`src/rtl/dual_port_ram_param_if.sv`:
```
// dual_port_ram_param_if: request/response bundle for the two RAM ports
// Per port x in {a,b}: en_x/we_x/addr_x/din_x request, dout_x/valid_x response.
// Shared status: collision (same-address conflict strobe), busy (reset/clear active).
// master drives requests (user side); slave is the RAM.
interface dual_port_ram_param_if #(
  parameter int DATA_W = 8,
  parameter int ADDR_W = 3
);
  logic              en_a, we_a, valid_a;
  logic [ADDR_W-1:0] addr_a;
  logic [DATA_W-1:0] din_a, dout_a;
  logic              en_b, we_b, valid_b;
  logic [ADDR_W-1:0] addr_b;
  logic [DATA_W-1:0] din_b, dout_b;
  logic              collision, busy;
  modport master (
    output en_a, we_a, addr_a, din_a, en_b, we_b, addr_b, din_b,
    input  dout_a, valid_a, dout_b, valid_b, collision, busy
  );
  modport slave (
    input  en_a, we_a, addr_a, din_a, en_b, we_b, addr_b, din_b,
    output dout_a, valid_a, dout_b, valid_b, collision, busy
  );
endinterface

```
`src/rtl/dual_port_ram_param.sv`:
```
// dual_port_ram_param: true dual-port synchronous RAM with clear-after-reset
// clk, rst_n (async active-low); bus: slave side of dual_port_ram_param_if
// carrying both ports' requests, registered read data/valid, collision and busy.
module dual_port_ram_param #(
  parameter int DATA_W         = 8,
  parameter int ADDR_W         = 3,
  parameter int RDW_MODE       = 0,
  parameter int OUT_REG        = 0,
  parameter int CLEAR_ON_RESET = 1
) (
  input logic clk,
  input logic rst_n,
  dual_port_ram_param_if.slave bus
);
  localparam int DEPTH = 2 ** ADDR_W;
  typedef enum logic {CLEAR, RUN} state_t;
  state_t            state_q, state_d;
  logic [ADDR_W-1:0] ptr_q, ptr_d;
  logic [DATA_W-1:0] mem [DEPTH];
  logic              act_a, act_b, wr_a, wr_b, same, col_d, col_q;
  logic [DATA_W-1:0] dat_a_q, dat_a_d, dat_b_q, dat_b_d;
  logic              val_a_q, val_a_d, val_b_q, val_b_d;
  // {valid, data} for one port; rd is the pre-write word, so a cross-port
  // reader always sees the old value.
  function automatic logic [DATA_W:0] port_next(input logic act, we,
      input logic [DATA_W-1:0] hold, rd, din);
    return !act ? {1'b0, hold} :
           !we  ? {1'b1, rd} :
           RDW_MODE == 1 ? {1'b1, din} :
           RDW_MODE == 2 ? {1'b0, hold} : {1'b1, rd};
  endfunction
  always_comb begin
    state_d = state_q;
    ptr_d   = ptr_q;
    if (state_q == CLEAR) begin
      state_d = (CLEAR_ON_RESET == 0 || ptr_q == ADDR_W'(DEPTH - 1)) ? RUN : CLEAR;
      ptr_d   = ptr_q + 1'b1;
    end
    act_a = state_q == RUN && bus.en_a;
    act_b = state_q == RUN && bus.en_b;
    wr_a  = act_a && bus.we_a;
    wr_b  = act_b && bus.we_b;
    same  = bus.addr_a == bus.addr_b;
    col_d = act_a && act_b && same && (bus.we_a || bus.we_b);
    {val_a_d, dat_a_d} = port_next(act_a, bus.we_a, dat_a_q, mem[bus.addr_a], bus.din_a);
    {val_b_d, dat_b_d} = port_next(act_b, bus.we_b, dat_b_q, mem[bus.addr_b], bus.din_b);
  end
  always_ff @(posedge clk or negedge rst_n) begin
    if (!rst_n) begin
      state_q <= CLEAR;
      ptr_q   <= '0;
      dat_a_q <= '0;
      dat_b_q <= '0;
      val_a_q <= 1'b0;
      val_b_q <= 1'b0;
      col_q   <= 1'b0;
    end else begin
      state_q <= state_d;
      ptr_q   <= ptr_d;
      dat_a_q <= dat_a_d;
      dat_b_q <= dat_b_d;
      val_a_q <= val_a_d;
      val_b_q <= val_b_d;
      col_q   <= col_d;
    end
  end
  // Array has no reset; port A wins a same-address double write.
  always_ff @(posedge clk) begin
    if (state_q == CLEAR && CLEAR_ON_RESET != 0) mem[ptr_q] <= '0;
    if (wr_b && !(wr_a && same)) mem[bus.addr_b] <= bus.din_b;
    if (wr_a) mem[bus.addr_a] <= bus.din_a;
  end
  assign bus.busy = state_q == CLEAR;
  if (OUT_REG != 0) begin : g_pipe
    logic [DATA_W-1:0] dout_a_q, dout_b_q;
    logic              valid_a_q, valid_b_q, coll_q;
    always_ff @(posedge clk or negedge rst_n) begin
      if (!rst_n) begin
        dout_a_q  <= '0;
        dout_b_q  <= '0;
        valid_a_q <= 1'b0;
        valid_b_q <= 1'b0;
        coll_q    <= 1'b0;
      end else begin
        dout_a_q  <= dat_a_q;
        dout_b_q  <= dat_b_q;
        valid_a_q <= val_a_q;
        valid_b_q <= val_b_q;
        coll_q    <= col_q;
      end
    end
    assign bus.dout_a    = dout_a_q;
    assign bus.dout_b    = dout_b_q;
    assign bus.valid_a   = valid_a_q;
    assign bus.valid_b   = valid_b_q;
    assign bus.collision = coll_q;
  end else begin : g_direct
    assign bus.dout_a    = dat_a_q;
    assign bus.dout_b    = dat_b_q;
    assign bus.valid_a   = val_a_q;
    assign bus.valid_b   = val_b_q;
    assign bus.collision = col_q;
  end
endmodule

```
`src/flat_wrapper.sv`:
```
// flat-port wrapper written by rule: the top's interface ports become plain ports
module dual_port_ram_param_flat 
#(
  parameter int DATA_W         = 8,
  parameter int ADDR_W         = 3,
  parameter int RDW_MODE       = 0,
  parameter int OUT_REG        = 0,
  parameter int CLEAR_ON_RESET = 1
)
  (clk, rst_n, bus_en_a, bus_we_a, bus_addr_a, bus_din_a, bus_en_b, bus_we_b, bus_addr_b, bus_din_b, bus_dout_a, bus_valid_a, bus_dout_b, bus_valid_b, bus_collision, bus_busy);
  dual_port_ram_param_if #(.DATA_W(DATA_W), .ADDR_W(ADDR_W)) bus_i ();
  input logic clk;
  input logic rst_n;
  input wire logic [$bits(bus_i.en_a)-1:0] bus_en_a;
  input wire logic [$bits(bus_i.we_a)-1:0] bus_we_a;
  input wire logic [$bits(bus_i.addr_a)-1:0] bus_addr_a;
  input wire logic [$bits(bus_i.din_a)-1:0] bus_din_a;
  input wire logic [$bits(bus_i.en_b)-1:0] bus_en_b;
  input wire logic [$bits(bus_i.we_b)-1:0] bus_we_b;
  input wire logic [$bits(bus_i.addr_b)-1:0] bus_addr_b;
  input wire logic [$bits(bus_i.din_b)-1:0] bus_din_b;
  output wire logic [$bits(bus_i.dout_a)-1:0] bus_dout_a;
  output wire logic [$bits(bus_i.valid_a)-1:0] bus_valid_a;
  output wire logic [$bits(bus_i.dout_b)-1:0] bus_dout_b;
  output wire logic [$bits(bus_i.valid_b)-1:0] bus_valid_b;
  output wire logic [$bits(bus_i.collision)-1:0] bus_collision;
  output wire logic [$bits(bus_i.busy)-1:0] bus_busy;
  assign bus_i.en_a = bus_en_a;
  assign bus_i.we_a = bus_we_a;
  assign bus_i.addr_a = bus_addr_a;
  assign bus_i.din_a = bus_din_a;
  assign bus_i.en_b = bus_en_b;
  assign bus_i.we_b = bus_we_b;
  assign bus_i.addr_b = bus_addr_b;
  assign bus_i.din_b = bus_din_b;
  assign bus_dout_a = bus_i.dout_a;
  assign bus_valid_a = bus_i.valid_a;
  assign bus_dout_b = bus_i.dout_b;
  assign bus_valid_b = bus_i.valid_b;
  assign bus_collision = bus_i.collision;
  assign bus_busy = bus_i.busy;
  dual_port_ram_param #(.DATA_W(DATA_W), .ADDR_W(ADDR_W), .RDW_MODE(RDW_MODE), .OUT_REG(OUT_REG), .CLEAR_ON_RESET(CLEAR_ON_RESET)) u_core (.clk(clk), .rst_n(rst_n), .bus(bus_i));
endmodule
```
`config.mk`:
```
export PLATFORM = sky130hd
export DESIGN_NAME = dual_port_ram_param_flat
export DESIGN_NICKNAME = d
export VERILOG_FILES = /design/src/rtl/dual_port_ram_param_if.sv /design/src/rtl/dual_port_ram_param.sv /design/src/flat_wrapper.sv
export SDC_FILE = /design/constraint.sdc
export NUM_CORES = 1
export LEC_CHECK = 0
export BUFFER_PORTS_ARGS = -buffer_cell sky130_fd_sc_hd__clkbuf_2
export CELL_PAD_IN_SITES_DETAIL_PLACEMENT = 1
export CELL_PAD_IN_SITES_GLOBAL_PLACEMENT = 1
export CORE_ASPECT_RATIO = 0.9
export CORE_MARGIN = 2
export CORE_UTILIZATION = 52
export CTS_CLUSTER_SIZE = 24
export DETAILED_ROUTE_END_ITERATION = 10
export PLACE_DENSITY_LB_ADDON = 0.25
export RECOVER_POWER = 25
export SLEW_MARGIN = 20
export SYNTH_ARGS = -nofsm -noshare
export SYNTH_HDL_FRONTEND = slang
export SYNTH_SLANG_ARGS = --single-unit
```
`constraint.sdc`:
```
create_clock -name clk -period 6.35 [get_ports clk]
set_input_delay 1.27 -clock clk [delete_from_list [all_inputs] [get_ports clk]]
set_output_delay 1.27 -clock clk [all_outputs]
set_load 0.03 [all_outputs]
```
* Word-level counts from Yosys, hierarchy flattened
Memories as Yosys holds them, arrays and structs flattened. Index checks and enable logic that the tools add are counted.
Cells by class: $add $sub $neg 1, equality and inequality tests 2, mux-type cells 12, bitwise operators 1, reductions and logical operators 12
Operator list (number):
- $mux 9 | 2
- $logic_and 1x1->1 | 9
- $mux 1 | 8
- $mux 8 | 1
- $reduce_or 8->1 | 1
- $add 3x1->3 const B | 1
- $eq 3x3->1 | 1
- $eq 3x3->1 const B | 1
- $mux 3 | 1
- $logic_not 1->1 | 1
- $logic_or 1x1->1 | 1
- $not 1->1 | 1
Word-level totals: flip-flop bits (word level) 23, bits in writable memories 64, input bits 28, output and inout bits 20, logic and storage cells 36, memories 1
Memories:
- u_core.mem | words 8, width 8, read ports 2, clocked after memory_dff 0, write ports 2, RTL line dual_port_ram_param.sv:19 | logic [DATA_W-1:0] mem [DEPTH];

* Logic depth before layout (Yosys ltp)
word-level depth 9, gate-level depth with buffers 7, gate-level depth less buffers 4

* Least setup slack after synthesis
No wires, ideal clock.
kind input-to-reg, start point in bus_addr_a[1], end point mem u_core.mem[1][0] (enable), data arrival time 3.140 ns, required time 5.963 ns, path slack 2.823 ns, stages on the path 6, path buffers 2, path through buf_6 xor2_2 or4_4 buf_6 and3_4 o31ai_1
RTL lines:
- start: declaration | RTL line flat_wrapper.sv:16 | input wire logic [$bits(bus_i.addr_a)-1:0] bus_addr_a;
- end: declaration | RTL line dual_port_ram_param.sv:19

==> metrics.yaml <==
switchingPower_mw: 0.310
cts_tree: "done"
die_width_microns: 105
grt_pass1_vias: 3361
synthCells: 352
relSlewSlack_pct: 20.9
design.die.area_sq_um: 10000
synth_edf_count: 64
min_path_type: "flop to flop"
cts_inserted_buffers: 9
internal_power_mw: 0.854
cts_num_sinks: 87
gp_congestion: 0.865
skew_ns: 0.00652
antenna_left: 0
rsz0062_at_grt: "false"
crit_chain: "clkbuf_2 -> xor2_2 -> or4_4 -> and3_4 -> o31ai_2"
syn_area_sq_um: 4810
htree_num_levels: 3
setup_tns_ns: 0
drtIter0Drc: 374
crit_path_end_kind: "flop"
synth_area_leader_cell: "edfxtp_1"
timing.final.crit_share_pct: 59.2
crit_buf_inv: 1
wire_per_inst_microns: 26.0
irDropWorstVdd_v: 0.000143
grt_pass1_wl_mm: 20.3
drv_slew: 0
clk_latency_ns: 0.36
synth_top_area_share_pct: 40.0
grt_max_degree: 28
synth_seq_cells: 87
grt_usage_pct: 27.6
whs_ns: 0.530
gr-total-overflow: 0
clockBufferDepth: 2
first_pass_iters: 5
slowest_delay_ns: 0.71
slowest_stage: "or4_4"
period_minus_slack_ns: 3.76
yosys-top-cells-area: "edfxtp_1 (40%), mux4_2 (15%), dfrtp_1 (12%)"
num_rows: 33
cts.repair.resized: 0
die_h_microns: 95.2
nFillCells: 935
critPathMaxFanout: 27
port_buffers: 47
hold_buffers: 0
synth_top_flop_cell: "edfxtp_1"
area_growth_pct: 9.22
p_per_area_nw_per_um2: 222
core_sq_um: 9040
start_util_pct: 53.1
drv_cap: 0
n_antenna_cell: 0
avgSynthCellArea_sq_um: 13.7
swShare_pct: 26.7
seqPwrFrac_pct: 54.4
max_freq_mhz: 266
ff2ff_setup_slack_ns: 3.25
async_reset_ff_share_pct: 26.4
pwr-share-comb_pct: 13.2
syn_nets: 382
finalSetupViolCount: 0
crit_arrival_ns: 3.75
required_ns: 6.34
dp_hpwl_mm: 9.95
antenna_found_initial: 0
final_layout_size_suffix_gt1_share_pct: 25.1
worstMarginPinSlew_ns: 1.19
nets: 412
ys_types: 40
wl_mm: 13.2
drc: 0
synth.yosys.seq_area_share_pct: 52.0
pin_count: 48
leakagePower_nw: 1.91
viasPerCell: 6.70
critical-path-top-delay-family: "simple AND/OR/NAND/NOR gates"
synth_warnings: 0
root_buffer: "clkbuf_8"
finalHoldViolations: 0
path_clk_slew_ns: 0.08
outcome: "finished clean"
num_vias: 3406
worstSetupPathType: "primary input to flop"
power.share.clock_pct: 32.3
post_cts_buffers: 0
critPathLaunchType: "primary input"
## path summary, 6_finish.rpt
path                       cells after the start            startpoint                   end
setup / recovery                               5         bus_addr_a[1]      u_core.mem[5][5]
hold / removal                                 2  u_core.bus.dout_b[4]  u_core.bus.dout_b[4]
setup reg to reg                               4        u_core.state_q      u_core.mem[1][6]
hold reg to reg                                2  u_core.bus.dout_b[4]  u_core.bus.dout_b[4]
max in group asynchronous                      1                 rst_n  u_core.bus.dout_a[1]
min in group asynchronous                      1                 rst_n        u_core.state_q
## synth_stat cells (2+ instances only)
library cell and instances:
a21oi_1 17, a311oi_2 2, a32oi_1 2, and2_1 2, and3_1 2, and3_4 2
buf_1 11, buf_2 5, buf_6 3, clkbuf_1 11, dfrtp_1 23, edfxtp_1 64
ha_1 2, inv_1 2, mux2_2 2, mux2i_1 16, mux4_2 32, nand2_1 15
nand2_2 8, nand2b_1 2, nand3_1 4, nand4_1 2, nor2_1 26, nor2b_1 6
nor3_1 4, nor4_1 2, o21ai_1 4, o2bb2ai_1 64, o31ai_1 4, or2_2 2
xor2_1 2
## flip-flops by register name, summed over array words and instances (netlist names)
name / cells
u_core.bus.dout_b: 8
u_core.ptr_q: 3
u_core.bus.valid_a: 1
u_core.bus.valid_b: 1
u_core.bus.collision: 1
u_core.mem: 64
u_core.state_q: 1
u_core.bus.dout_a: 8
## final cells by class
class	count	area [sq um]	area share, %
well taps	122	153	2.91
repair buffers	49	225	4.29
multi-input cells	233	2180	41.5
clock inverters	6	62.6	1.19
inverters	2	7.51	0.143
clock buffers	9	124	2.36
flip-flops and latches	87	2500	47.6
## tightest hold or removal path, delay by kind of cell (launching register included)
family,cells,cell delay [ns]
flip-flops,1,0.35
AO/OA/AOI/OAI,1,0.10
AND/OR/NAND/NOR,1,0.05
## cells in the final DEF, fill, tap and decap left out, types with 2 or more instances in the layout
cell type	instances
o2bb2ai_1	64
and2_0	2
nand2_2	8
a32oi_1	2
nor3_1	4
mux2_2	2
mux2i_1	16
and3_4	2
nor2_1	26
clkbuf_8	9
clkinv_1	2
nor2b_1	6
o21ai_1	4
dfrtp_1	23
and3_1	2
or2_2	2
clkinv_4	2
inv_1	2
nand2_1	15
nand3_1	4
a21oi_1	17
o31ai_2	4
xor2_1	2
a311oi_2	2
clkbuf_2	27
nand4_1	2
mux4_2	32
nand2b_1	2
clkbuf_1	20
nor4_1	2
edfxtp_1	64
ha_1	2
## cells by family after synthesis
| group | synth area share [%] |
|---|---|
| buffers and inverters | 3.10 |
| and+or+nand+nor | 8.64 |
| muxes | 18.8 |
| AOI/OAI and AO/OA | 16.1 |
| xor gates and xnor gates | 0.885 |
| adders and majority gates | 0.521 |
| DFF | 52.0 |
## metal layers
| layer | GRT usage [%] | vias to the layer above | routed length (microns) |
|---|---|---|---|
| li1 | - | 1478 | - |
| met1 | 40.1 | 1693 | 5770 |
| met2 | 42.7 | 205 | 5920 |
| met3 | 5.60 | 30 | 1240 |
| met4 | 7.67 | 0 | 260 |
| met5 | 0 | - | 0 |
## metrics by stage
| stage | total power [mW] | area (sq um) | utilization [%] | std cells | setup slack (ns) |
|---|---|---|---|---|---|
| floorplan | 0.755 | 4810 | - | 352 | 2.82 |
| global placement | 0.794 | 5050 | 55.9 | 491 | 1.96 |
| detailed placement | 0.802 | 5050 | 55.9 | 491 | 1.65 |
| CTS | 1.17 | 5240 | 57.9 | 506 | 2.03 |
| global route | 1.21 | 5250 | 58.0 | 508 | 2.40 |
| finish | 1.16 | 5250 | 58.0 | 508 | 2.59 |
## power by group through the flow
stage	Sequential [mW]	Combinational [mW]	Clock, mW
finish	0.634	0.154	0.377
global placement	0.646	0.148	0
CTS	0.634	0.156	0.382
floorplan	0.666	0.0883	0
detailed placement	0.647	0.155	0
global route	0.635	0.167	0.404
No activity file was read; power rests on OpenSTA's default activity.
